[config.mk]
export PLATFORM = sky130hd
export DESIGN_NAME = pattern_gen_multi
export DESIGN_NICKNAME = d
export VERILOG_FILES = /design/src/rtl/pattern_gen_pkg.sv /design/src/rtl/video_timing_gen.sv /design/src/rtl/pattern_gen_multi.sv
export SDC_FILE = /design/constraint.sdc
export NUM_CORES = 1
export LEC_CHECK = 0
export BUFFER_PORTS_ARGS = -buffer_cell sky130_fd_sc_hd__buf_2
export CAP_MARGIN = 20
export CORE_MARGIN = 2
export CORE_UTILIZATION = 50
export CTS_CLUSTER_DIAMETER = 80
export DETAILED_ROUTE_END_ITERATION = 8
export GPL_TIMING_DRIVEN = 0
export MAX_ROUTING_LAYER = met4
export PLACE_DENSITY = 0.75
export SKIP_CTS_REPAIR_TIMING = 1
export SLEW_MARGIN = 20
export SYNTH_ARGS = -nofsm -noshare
export SYNTH_HDL_FRONTEND = slang
export SYNTH_HIERARCHICAL = 1
export SYNTH_SLANG_ARGS = --single-unit
[constraint.sdc]
create_clock -name CLK -period 2.4 [get_ports CLK]
set_input_delay 0.12 -clock CLK [delete_from_list [all_inputs] [get_ports CLK]]
set_output_delay 0.12 -clock CLK [all_outputs]
set_load 0.05 [all_outputs]
[src/rtl/pattern_gen_pkg.sv]
// ---------------------------------------------------------------------------
// pattern_gen_pkg
//   Shared types and helpers for the multi-pattern video source.
//   - mode_e   : run-time pattern select (bars, checker, gradient, solid)
//   - bar_mask : 8-entry colour-bar table as {R,G,B} on/off masks; the
//                consuming module expands each bit to full scale.
// ---------------------------------------------------------------------------
package pattern_gen_pkg;

  typedef enum logic [1:0] {
    MODE_BARS  = 2'd0,
    MODE_CHECK = 2'd1,
    MODE_GRAD  = 2'd2,
    MODE_SOLID = 2'd3
  } mode_e;

  // Bar order left to right: white, yellow, cyan, green, magenta, red, blue, black
  function automatic logic [2:0] bar_mask(input logic [2:0] idx);
    logic [2:0] m;
    case (idx)
      3'd0:    m = 3'b111;
      3'd1:    m = 3'b110;
      3'd2:    m = 3'b011;
      3'd3:    m = 3'b010;
      3'd4:    m = 3'b101;
      3'd5:    m = 3'b100;
      3'd6:    m = 3'b001;
      3'd7:    m = 3'b000;
      default: m = 3'b000;
    endcase
    return m;
  endfunction

endpackage

[src/rtl/video_timing_gen.sv]
// ---------------------------------------------------------------------------
// video_timing_gen
//   Free-running horizontal/vertical counters and the unregistered region
//   decodes derived from them.
//   Ports:
//     clk, rst_n   : pixel clock, asynchronous active-low reset
//     hcnt, vcnt   : current pixel/line counters (0..TOTAL-1)
//     active       : inside the visible area
//     hs, vs       : inside the sync pulse (polarity applied by the consumer)
//     h_active     : inside the visible part of any line
//     line_end     : last clock of a line
//     frame_end    : last clock of a frame (mode latch / scroll point)
//     frame_first  : pixel (0,0)
// ---------------------------------------------------------------------------
module video_timing_gen #(
  parameter int H_ACTIVE = 640,
  parameter int H_FP     = 16,
  parameter int H_SYNC   = 96,
  parameter int H_BP     = 48,
  parameter int V_ACTIVE = 480,
  parameter int V_FP     = 10,
  parameter int V_SYNC   = 2,
  parameter int V_BP     = 33,
  parameter int HW       = $clog2(H_ACTIVE + H_FP + H_SYNC + H_BP),
  parameter int VW       = $clog2(V_ACTIVE + V_FP + V_SYNC + V_BP)
) (
  input  logic          clk,
  input  logic          rst_n,
  output logic [HW-1:0] hcnt,
  output logic [VW-1:0] vcnt,
  output logic          active,
  output logic          h_active,
  output logic          hs,
  output logic          vs,
  output logic          line_end,
  output logic          frame_end,
  output logic          frame_first
);

  localparam int H_TOTAL = H_ACTIVE + H_FP + H_SYNC + H_BP;
  localparam int V_TOTAL = V_ACTIVE + V_FP + V_SYNC + V_BP;

  logic [HW-1:0] hcnt_q, hcnt_d;
  logic [VW-1:0] vcnt_q, vcnt_d;
  logic          last_line_s;

  assign line_end    = (hcnt_q == HW'(H_TOTAL - 1));
  assign last_line_s = (vcnt_q == VW'(V_TOTAL - 1));
  assign frame_end   = line_end && last_line_s;
  assign frame_first = (hcnt_q == '0) && (vcnt_q == '0);
  assign h_active    = (hcnt_q < HW'(H_ACTIVE));
  assign active      = h_active && (vcnt_q < VW'(V_ACTIVE));
  // Inclusive upper bounds keep the constants inside the counter width.
  assign hs = (hcnt_q >= HW'(H_ACTIVE + H_FP)) &&
              (hcnt_q <= HW'(H_ACTIVE + H_FP + H_SYNC - 1));
  // vcnt only moves on line_end, so vs is naturally line-granular.
  assign vs = (vcnt_q >= VW'(V_ACTIVE + V_FP)) &&
              (vcnt_q <= VW'(V_ACTIVE + V_FP + V_SYNC - 1));
  assign hcnt = hcnt_q;
  assign vcnt = vcnt_q;

  // Next-count logic: hcnt wraps each line, vcnt advances on the wrap.
  always_comb begin
    hcnt_d = hcnt_q;
    vcnt_d = vcnt_q;
    if (line_end) begin
      hcnt_d = '0;
      if (last_line_s) begin
        vcnt_d = '0;
      end else begin
        vcnt_d = vcnt_q + VW'(1);
      end
    end else begin
      hcnt_d = hcnt_q + HW'(1);
    end
  end

  // Counter registers.
  always_ff @(posedge clk or negedge rst_n) begin
    if (!rst_n) begin
      hcnt_q <= '0;
      vcnt_q <= '0;
    end else begin
      hcnt_q <= hcnt_d;
      vcnt_q <= vcnt_d;
    end
  end

endmodule

[src/rtl/pattern_gen_multi.sv]
// ---------------------------------------------------------------------------
// pattern_gen_multi
//   Programmable-timing test-pattern source for the rgb2dvi encoder.
//   Ports:
//     CLK, RST_N        : pixel clock, asynchronous active-low reset
//     MODE[1:0]         : 0 bars, 1 checker, 2 gradient, 3 solid (taken at
//                         the frame boundary only)
//     SOLID_RGB[3*CW-1:0]: {R,G,B} for solid mode, sampled live
//     VGA_R/G/B         : colour components, zero outside the active area
//     VGA_HS/VS/DE      : syncs (polarity by HS_POL/VS_POL) and data enable
//     FRAME_START       : one-cycle pulse with pixel (0,0)
//   All outputs are registered one clock after the counters.
//   Optional macro PATTERN_GEN_MULTI_SCROLL_EN: horizontal scroll of one
//   pixel per frame via an offset register.
// ---------------------------------------------------------------------------
module pattern_gen_multi
  import pattern_gen_pkg::*;
#(
  parameter int H_ACTIVE   = 640,
  parameter int H_FP       = 16,
  parameter int H_SYNC     = 96,
  parameter int H_BP       = 48,
  parameter int V_ACTIVE   = 480,
  parameter int V_FP       = 10,
  parameter int V_SYNC     = 2,
  parameter int V_BP       = 33,
  parameter bit HS_POL     = 1'b0,
  parameter bit VS_POL     = 1'b0,
  parameter int CW         = 8,
  parameter int CHK_LOG2   = 5,
  parameter int GRAD_SHIFT = 0
) (
  input  logic            CLK,
  input  logic            RST_N,
  input  logic [1:0]      MODE,
  input  logic [3*CW-1:0] SOLID_RGB,
  output logic [CW-1:0]   VGA_R,
  output logic [CW-1:0]   VGA_G,
  output logic [CW-1:0]   VGA_B,
  output logic            VGA_HS,
  output logic            VGA_VS,
  output logic            VGA_DE,
  output logic            FRAME_START
);

  localparam int H_TOTAL = H_ACTIVE + H_FP + H_SYNC + H_BP;
  localparam int V_TOTAL = V_ACTIVE + V_FP + V_SYNC + V_BP;
  localparam int HW      = $clog2(H_TOTAL);
  localparam int VW      = $clog2(V_TOTAL);
  localparam int BAR_W   = H_ACTIVE / 8;

  logic [HW-1:0] hcnt_s;
  logic [VW-1:0] vcnt_s;
  logic          active_s, h_active_s, hs_s, vs_s;
  logic          line_end_s, frame_end_s, frame_first_s;
  logic [HW-1:0] x_s;

  video_timing_gen #(
    .H_ACTIVE(H_ACTIVE), .H_FP(H_FP), .H_SYNC(H_SYNC), .H_BP(H_BP),
    .V_ACTIVE(V_ACTIVE), .V_FP(V_FP), .V_SYNC(V_SYNC), .V_BP(V_BP),
    .HW(HW), .VW(VW)
  ) u_timing (
    .clk(CLK), .rst_n(RST_N),
    .hcnt(hcnt_s), .vcnt(vcnt_s),
    .active(active_s), .h_active(h_active_s),
    .hs(hs_s), .vs(vs_s),
    .line_end(line_end_s), .frame_end(frame_end_s),
    .frame_first(frame_first_s)
  );

  // Advance the bar tracker by one pixel; index 7 absorbs any remainder.
  function automatic logic [HW+2:0] bar_step(input logic [2:0] idx,
                                             input logic [HW-1:0] pix);
    logic [HW+2:0] r;
    if (idx == 3'd7) begin
      r = {idx, pix};
    end else if (pix == HW'(BAR_W - 1)) begin
      r = {idx + 3'd1, HW'(0)};
    end else begin
      r = {idx, pix + HW'(1)};
    end
    return r;
  endfunction

  // ---------------- mode latch ----------------
  mode_e mode_q, mode_d;

  // Take MODE only at the frame boundary so a frame never mixes patterns.
  always_comb begin
    if (frame_end_s) begin
      mode_d = mode_e'(MODE);
    end else begin
      mode_d = mode_q;
    end
  end

  // ---------------- scroll / bar start state ----------------
  // Bar state that the bar tracker reloads at each line start (x of hcnt 0).
  logic [2:0]    bar_start_idx_s;
  logic [HW-1:0] bar_start_pix_s;

`ifdef PATTERN_GEN_MULTI_SCROLL_EN
  logic [HW-1:0] offset_q, offset_d;
  logic [2:0]    start_idx_q, start_idx_d;
  logic [HW-1:0] start_pix_q, start_pix_d;
  logic [HW:0]   x_sum_s;

  // Offset and the matching bar start state step together once per frame.
  always_comb begin
    offset_d    = offset_q;
    start_idx_d = start_idx_q;
    start_pix_d = start_pix_q;
    if (frame_end_s) begin
      if (offset_q == HW'(H_ACTIVE - 1)) begin
        offset_d    = '0;
        start_idx_d = 3'd0;
        start_pix_d = '0;
      end else begin
        offset_d                   = offset_q + HW'(1);
        {start_idx_d, start_pix_d} = bar_step(start_idx_q, start_pix_q);
      end
    end else begin
      offset_d = offset_q;
    end
  end

  // Scroll state registers.
  always_ff @(posedge CLK or negedge RST_N) begin
    if (!RST_N) begin
      offset_q    <= '0;
      start_idx_q <= 3'd0;
      start_pix_q <= '0;
    end else begin
      offset_q    <= offset_d;
      start_idx_q <= start_idx_d;
      start_pix_q <= start_pix_d;
    end
  end

  // Scrolled coordinate, wrapped into the active width.
  always_comb begin
    x_sum_s = {1'b0, hcnt_s} + {1'b0, offset_q};
    if (x_sum_s >= (HW+1)'(H_ACTIVE)) begin
      x_s = HW'(x_sum_s - (HW+1)'(H_ACTIVE));
    end else begin
      x_s = x_sum_s[HW-1:0];
    end
  end

  // The line after a frame boundary must see the freshly stepped start.
  assign bar_start_idx_s = start_idx_d;
  assign bar_start_pix_s = start_pix_d;
`else
  assign x_s             = hcnt_s;
  assign bar_start_idx_s = 3'd0;
  assign bar_start_pix_s = '0;
`endif

  // ---------------- bar tracker (replaces x / BAR_W) ----------------
  logic [2:0]    bar_idx_q, bar_idx_d;
  logic [HW-1:0] bar_pix_q, bar_pix_d;

  // Track which bar x falls in; reload at line end, wrap with x.
  always_comb begin
    bar_idx_d = bar_idx_q;
    bar_pix_d = bar_pix_q;
    if (line_end_s) begin
      bar_idx_d = bar_start_idx_s;
      bar_pix_d = bar_start_pix_s;
    end else if (h_active_s) begin
      if (x_s == HW'(H_ACTIVE - 1)) begin
        bar_idx_d = 3'd0;
        bar_pix_d = '0;
      end else begin
        {bar_idx_d, bar_pix_d} = bar_step(bar_idx_q, bar_pix_q);
      end
    end else begin
      bar_idx_d = bar_idx_q;
    end
  end

  // ---------------- pattern datapath ----------------
  logic [3*CW-1:0] rgb_s;
  logic [2:0]      mask_s;
  logic            cell_s;
  logic [CW-1:0]   grad_s;

  // Select the pattern colour for the current pixel.
  always_comb begin
    rgb_s  = '0;
    mask_s = bar_mask(bar_idx_q);
    cell_s = x_s[CHK_LOG2] ^ vcnt_s[CHK_LOG2];
    grad_s = CW'(x_s >> GRAD_SHIFT);
    case (mode_q)
      MODE_BARS:  rgb_s = {{CW{mask_s[2]}}, {CW{mask_s[1]}}, {CW{mask_s[0]}}};
      MODE_CHECK: rgb_s = {(3*CW){cell_s}};
      MODE_GRAD:  rgb_s = {grad_s, grad_s, grad_s};
      MODE_SOLID: rgb_s = SOLID_RGB;
      default:    rgb_s = '0;
    endcase
  end

  // ---------------- output stage ----------------
  logic [3*CW-1:0] rgb_q, rgb_d;
  logic            hs_q, hs_d, vs_q, vs_d, de_q, de_d, fs_q, fs_d;

  // Blank colour outside the active area and apply sync polarity.
  always_comb begin
    if (active_s) begin
      rgb_d = rgb_s;
    end else begin
      rgb_d = '0;
    end
    de_d = active_s;
    hs_d = hs_s ? HS_POL : ~HS_POL;
    vs_d = vs_s ? VS_POL : ~VS_POL;
    fs_d = frame_first_s;
  end

  // Output, mode and bar-tracker registers.
  always_ff @(posedge CLK or negedge RST_N) begin
    if (!RST_N) begin
      rgb_q     <= '0;
      hs_q      <= ~HS_POL;
      vs_q      <= ~VS_POL;
      de_q      <= 1'b0;
      fs_q      <= 1'b0;
      mode_q    <= MODE_BARS;
      bar_idx_q <= 3'd0;
      bar_pix_q <= '0;
    end else begin
      rgb_q     <= rgb_d;
      hs_q      <= hs_d;
      vs_q      <= vs_d;
      de_q      <= de_d;
      fs_q      <= fs_d;
      mode_q    <= mode_d;
      bar_idx_q <= bar_idx_d;
      bar_pix_q <= bar_pix_d;
    end
  end

  assign VGA_R       = rgb_q[3*CW-1:2*CW];
  assign VGA_G       = rgb_q[2*CW-1:CW];
  assign VGA_B       = rgb_q[CW-1:0];
  assign VGA_HS      = hs_q;
  assign VGA_VS      = vs_q;
  assign VGA_DE      = de_q;
  assign FRAME_START = fs_q;

endmodule
**Word level (Yosys, flattened, before mapping)**

Memories as Yosys holds them, arrays and structs flattened.
Cells that the tools add are included.

- Register bits after elaboration: 63
- Bits in read-only memories: 24
- Input port bits: 28
- Output and inout bits: 28
- Logic and storage cells: 57
- Memories kept: 1

Memory list:

| name | words | width | read ports | clocked after memory_dff | wr ports | line | source |
|---|---|---|---|---|---|---|---|
| (no name shown) | 8 | 3 | 1 | 0 | 0 | pattern_gen_pkg.sv:20 | `case (idx)` |

- Add/sub/neg operators: 4
- Magnitude comparators: 6
- Eq/ne operators: 9
- Multiplexer cells: 14
- Bitwise logic cells: 1
- Reduce and logical (&&, ||, !) cells: 12

Operators by type and width:

| cell | number |
|---|---|
| $pmux 24 s4 | 1 |
| $mux 10 | 5 |
| $add 10x1->10 const B | 3 |
| $eq 10x10->1 const B | 3 |
| $mux 13 | 2 |
| $mux 24 | 1 |
| $logic_not 10->1 | 2 |
| $eq 10x7->1 const B | 1 |
| $ge 10x10->1 const B | 1 |
| $ge 10x9->1 const B | 1 |
| $le 10x10->1 const B | 1 |
| $le 10x9->1 const B | 1 |
| $lt 10x10->1 const B | 1 |
| $lt 10x9->1 const B | 1 |
| $mux 3 | 3 |
| $logic_and 1x1->1 | 5 |
| $eq 2x2->1 const B | 2 |
| $add 3x1->3 const B | 1 |
| $eq 3x3->1 const B | 1 |
| $ne 3x2->1 const B | 1 |
| $reduce_and 3->1 | 1 |
| $reduce_bool 3->1 | 1 |
| $eq 2x1->1 const B | 1 |
| $logic_not 2->1 | 1 |
| other kinds (4) | 5 |

**Longest topological paths before layout**

- Depth after elaboration: 6
- Mapped depth: 8
- Depth with buffers taken out: 8

**Hierarchy**

Netlist, hierarchy kept.

By module, submodules not included:

| module | times used | cells each | area an instance (um2) | sequential area each (um2) |
|---|---|---|---|---|
| pattern_gen_multi | 1 | 200 | 2008.2 | 1078.5 |
| video_timing_gen | 1 | 111 | 1132.3 | 500.5 |

**Worst setup path before layout**

OpenSTA, ideal clock, no wires.

- Path kind: reg-to-reg
- Start: reg u_timing.hcnt_q[0], in the netlist u_timing/hcnt[0]
- End: reg bar_pix_q[7]
- Arrival: 2154 ps
- Setup slack: 130 ps
- Stages on the path, launching flop included: 9
- Period minus slack after synthesis: 2270 ps
- Cells stage by stage: dfrtp_1 ha_1 nand4_2 or3_4 clkinv_4 or3b_1 a31oi_4 nand2_4 o311ai_0

- Elaborated cells between the ends (all ways): 9
- Classes of those cells: order compare: 1; eq/ne: 3; mux: 3; reduce/logical: 2

RTL lines:

| what | line | source |
|---|---|---|
| start, declared | video_timing_gen.sv:43 | `logic [HW-1:0] hcnt_q, hcnt_d;` |
| start signal, assigned | video_timing_gen.sv:84 | `hcnt_q <= hcnt_d;` |
| $eq 10x10->1 (*) | video_timing_gen.sv:47 | `assign line_end = (hcnt_q == HW'(H_TOTAL - 1));` |
| via line_end_s | pattern_gen_multi.sv:55 | `logic line_end_s, frame_end_s, frame_first_s;` |
| $ne 3x2->1 (no line) or $reduce_bool 2->1 (tied branches) | - |  |
| $reduce_and 2->1 (no line) | - |  |
| end signal, assigned | pattern_gen_multi.sv:239 | `bar_pix_q <= bar_pix_d;` |
| end, declared | pattern_gen_multi.sv:161 | `logic [HW-1:0] bar_pix_q, bar_pix_d;` |

Mark *: on every way through the listed nets, which the timed path passes. The rest lies on a longest branch. The select of a mux whose other input is x is not followed.
A chain may end at the register's enable or synchronous reset.

**Worst setup path after layout**

- Start: reg u_timing.hcnt_q[0], in the netlist u_timing/hcnt[0]
- End: reg bar_pix_q[8]

The elaborated chain is that of the path after synthesis.

==> qor.yml <==
power_per_cell_area_mw_per_mm2: 564.7
required_ns: 2.63
drive_gt1_share_pct: 27.69
ys_types: 55
crit_fanout: 17
grt_max_degree: 64
ff2ff_path_depth: 8
hold_end: "rgb_q[19]$_DFF_PN0_"
tightest_slew_ns: 0.7824
nFillCells: 483
ys_warn_count: 6
final_max_slew_viol_count: 0
r2r-end: "bar_pix_q[8]$_DFFE_PN0P_"
power_uw: 2164
initialDrtViolationCount: 179
min_path_type: "in2reg"
postRouteAntennaNets: 0
maxCapViolCount: 0
yosys.area.top_type_share_pct: 48.61
tritoncts: "built"
finalNetCount: 420
synth_common_cells: "61 x dfrtp_1, 36 x nand2_1, 35 x a21oi_1, 22 x nand3_1"
worstPathCellList: "ha_2 > nand4_4 > or3_4 > inv_8 > or3b_1 > a31oi_4 > nand2_4 > o311ai_2"
run_status: "finished clean"
cts_sinks: 63
fmax_mhz: 447.3
ys_seq_area_share_pct: 50.28
wl_per_cell_um: 15.61
start_util_pct: 52.42
post-place-ws_ns: -0.2171
track_usage_pct: 22.58
synthCells: 311
numPortBuffers: 55
vias: 2657
finalCritPeriodShare_pct: 93.15
rr_startpoint: "u_timing/hcnt[0]$_DFF_PN0_"
grt-ovfl-total: 0
r2r_slack_ns: 0.16
yosys.area.top_type: "dfrtp_1"
synthTopCellsByArea: "dfrtp_1 49%, a21oi_1 5.6%, nand2_1 4.3%"
multi_input_area_mm2: 0.001474
min_period_ns: 2.236
antenna_found_initial: 0
first_pass_iters: 4
syn_area_per_cell_um2: 10.10
cts_max_path_buffers: 2
synth_edf_count: 0
synth.most_common_cell: "dfrtp_1"
worstSetupPathType: "reg2reg"
fin_ws_ns: 0.1644
rsz0062_at_grt: "no"
die_h_um: 83.25
setup.worst_path.start: "u_timing/hcnt[0]$_DFF_PN0_"
first_global_vias: 2610
syn_nets: 346
dp_hpwl_mm: 4.940
row_count: 28
insertion_delay_ns: 0.34
ys_ff_latch: 63
n_antenna_cell: 0
holdPathStages: 3
cts.clk_slew.worst_paths_ns: 0.08
cts_made_buffers: 9
synthFlopType: "dfrtp_1"
start_kind: "flip-flop"
gp_congestion: 0.8417
core_area_mm2: 0.005991
fin_util_pct: 63.97
hold_viol: 0
vias_per_cell: 5.714
drt_wl_total_mm: 7.260
leakagePower_uw: 0.001566
cp-end-kind: "flip-flop"
grt_pass1_wl_mm: 12.34
drc: 0
syn-cell-area_mm2: 0.003141
relSlewSlack_pct: 47.84
ir_worst_vdd_mv: 0.3746
die_area_mm2: 0.006931
final-seq-area_mm2: 0.001583
cp_slowest_cell: "dfrtp_2"
worstHoldStart: "SOLID_RGB[19]"
synthArstFlopShare_pct: 100.0
cp.arrival_ns: 2.47
root_buffer: "clkbuf_8"
finClkSkew_ns: 0.01035
die_w_um: 83.25
ios: 56
area.growth.synth_to_final_pct: 22.03
slowest_delay_ns: 0.44
setup_violations: 0
ctsHtreeMaxLevel: 3
worst max-delay path: cells and delay by family, from the launching register on:
family	cells	cell delay, ns
AOI/OAI and AO/OA	2	0.50
adders and majority gates	1	0.23
buffers and inverters	1	0.07
DFF	1	0.44
and+or+nand+nor	4	0.87
area by class of cell:
type,instances,share of cell area (%)
Sequential cell,63,41.30
Multi-Input combinational cell,225,38.46
Timing Repair Buffer,63,8.945
Clock buffer,10,3.591
Tap cell,75,2.449
Clock inverter,6,2.416
Inverter,15,1.665
Buffer,8,1.175
cells by family (layout without fill, tap and decap cells):
kind of cell    after synthesis  after routing  synth area share [%]
xor+xnor                     15             15                 4.183
simple gates                139            139                 26.53
mux                           2              2                0.6773
flops                        63             63                 50.28
buf+inv                      23            102                 3.386
fa+ha+maj                     7              7                 2.789
compound gates               62             62                 12.15
placed cells by master, fill, tap and decap left out, types with 5 or more instances in the layout:
master / instances
nand4_1: 6
nand3b_1: 6
buf_4: 7
nor2_1: 13
inv_1: 13
o21ai_0: 8
nand3_1: 22
o21ai_2: 5
ha_1: 6
clkbuf_1: 6
dfrtp_1: 58
nand4b_1: 6
buf_2: 54
a21oi_1: 35
xnor2_1: 11
nand2_1: 36
and3_1: 5
clkbuf_8: 10
nor4_1: 6
metrics by stage:
step                hold slack, ns  area, um^2  instances  TNS, ns
floorplan                  -0.1756        3141        311        0
global placement            0.3631        3510        441  -0.5541
CTS                        -0.1041        3742        457  -0.7624
finish                     0.01335        3832        465        0
global route               0.01257        3832        465        0
detailed placement          0.2629        3512        441  -0.6330
flip-flops by register name (all words and copies together) (netlist names):
signal / count
FRAME_START: 1
VGA_DE: 1
VGA_HS: 1
VGA_VS: 1
bar_idx_q: 3
bar_pix_q: 10
mode_q: 2
rgb_q: 24
u_timing/hcnt: 10
u_timing/vcnt: 10
worst max path at each step:
stage,endpoint,slack (ns),depth (start not counted)
6_report,bar_pix_q[8]$_DFFE_PN0P_,0.16,8
5_1_grt,rgb_q[1]$_DFF_PN0_,0.05,4
4_1_cts,bar_pix_q[8]$_DFFE_PN0P_,-0.27,8
3_5_place_dp,bar_pix_q[8]$_DFFE_PN0P_,-0.22,8
3_3_place_gp,bar_pix_q[8]$_DFFE_PN0P_,-0.20,8
2_1_floorplan,bar_pix_q[7]$_DFFE_PN0P_,0.13,8
report_power, final:
group / switching [uW] / internal, uW
Clock: 440 / 618
Combinational: 27.0 / 18.3
Sequential: 0 / 1060
Total: 467 / 1700
per-layer routing:
| layer | vias to the layer above | part of all wire (%) | GRT usage, % |
|---|---|---|---|
| met1 | 1301 | 46 | 30.72 |
| li1 | 1270 | - | - |
| met5 | - | 0 | - |
| met2 | 73 | 49 | 34.24 |
| met4 | 0 | 1.4 | 7.899 |
| met3 | 13 | 4.1 | 4.175 |
No activity file was read; power rests on OpenSTA's default activity.
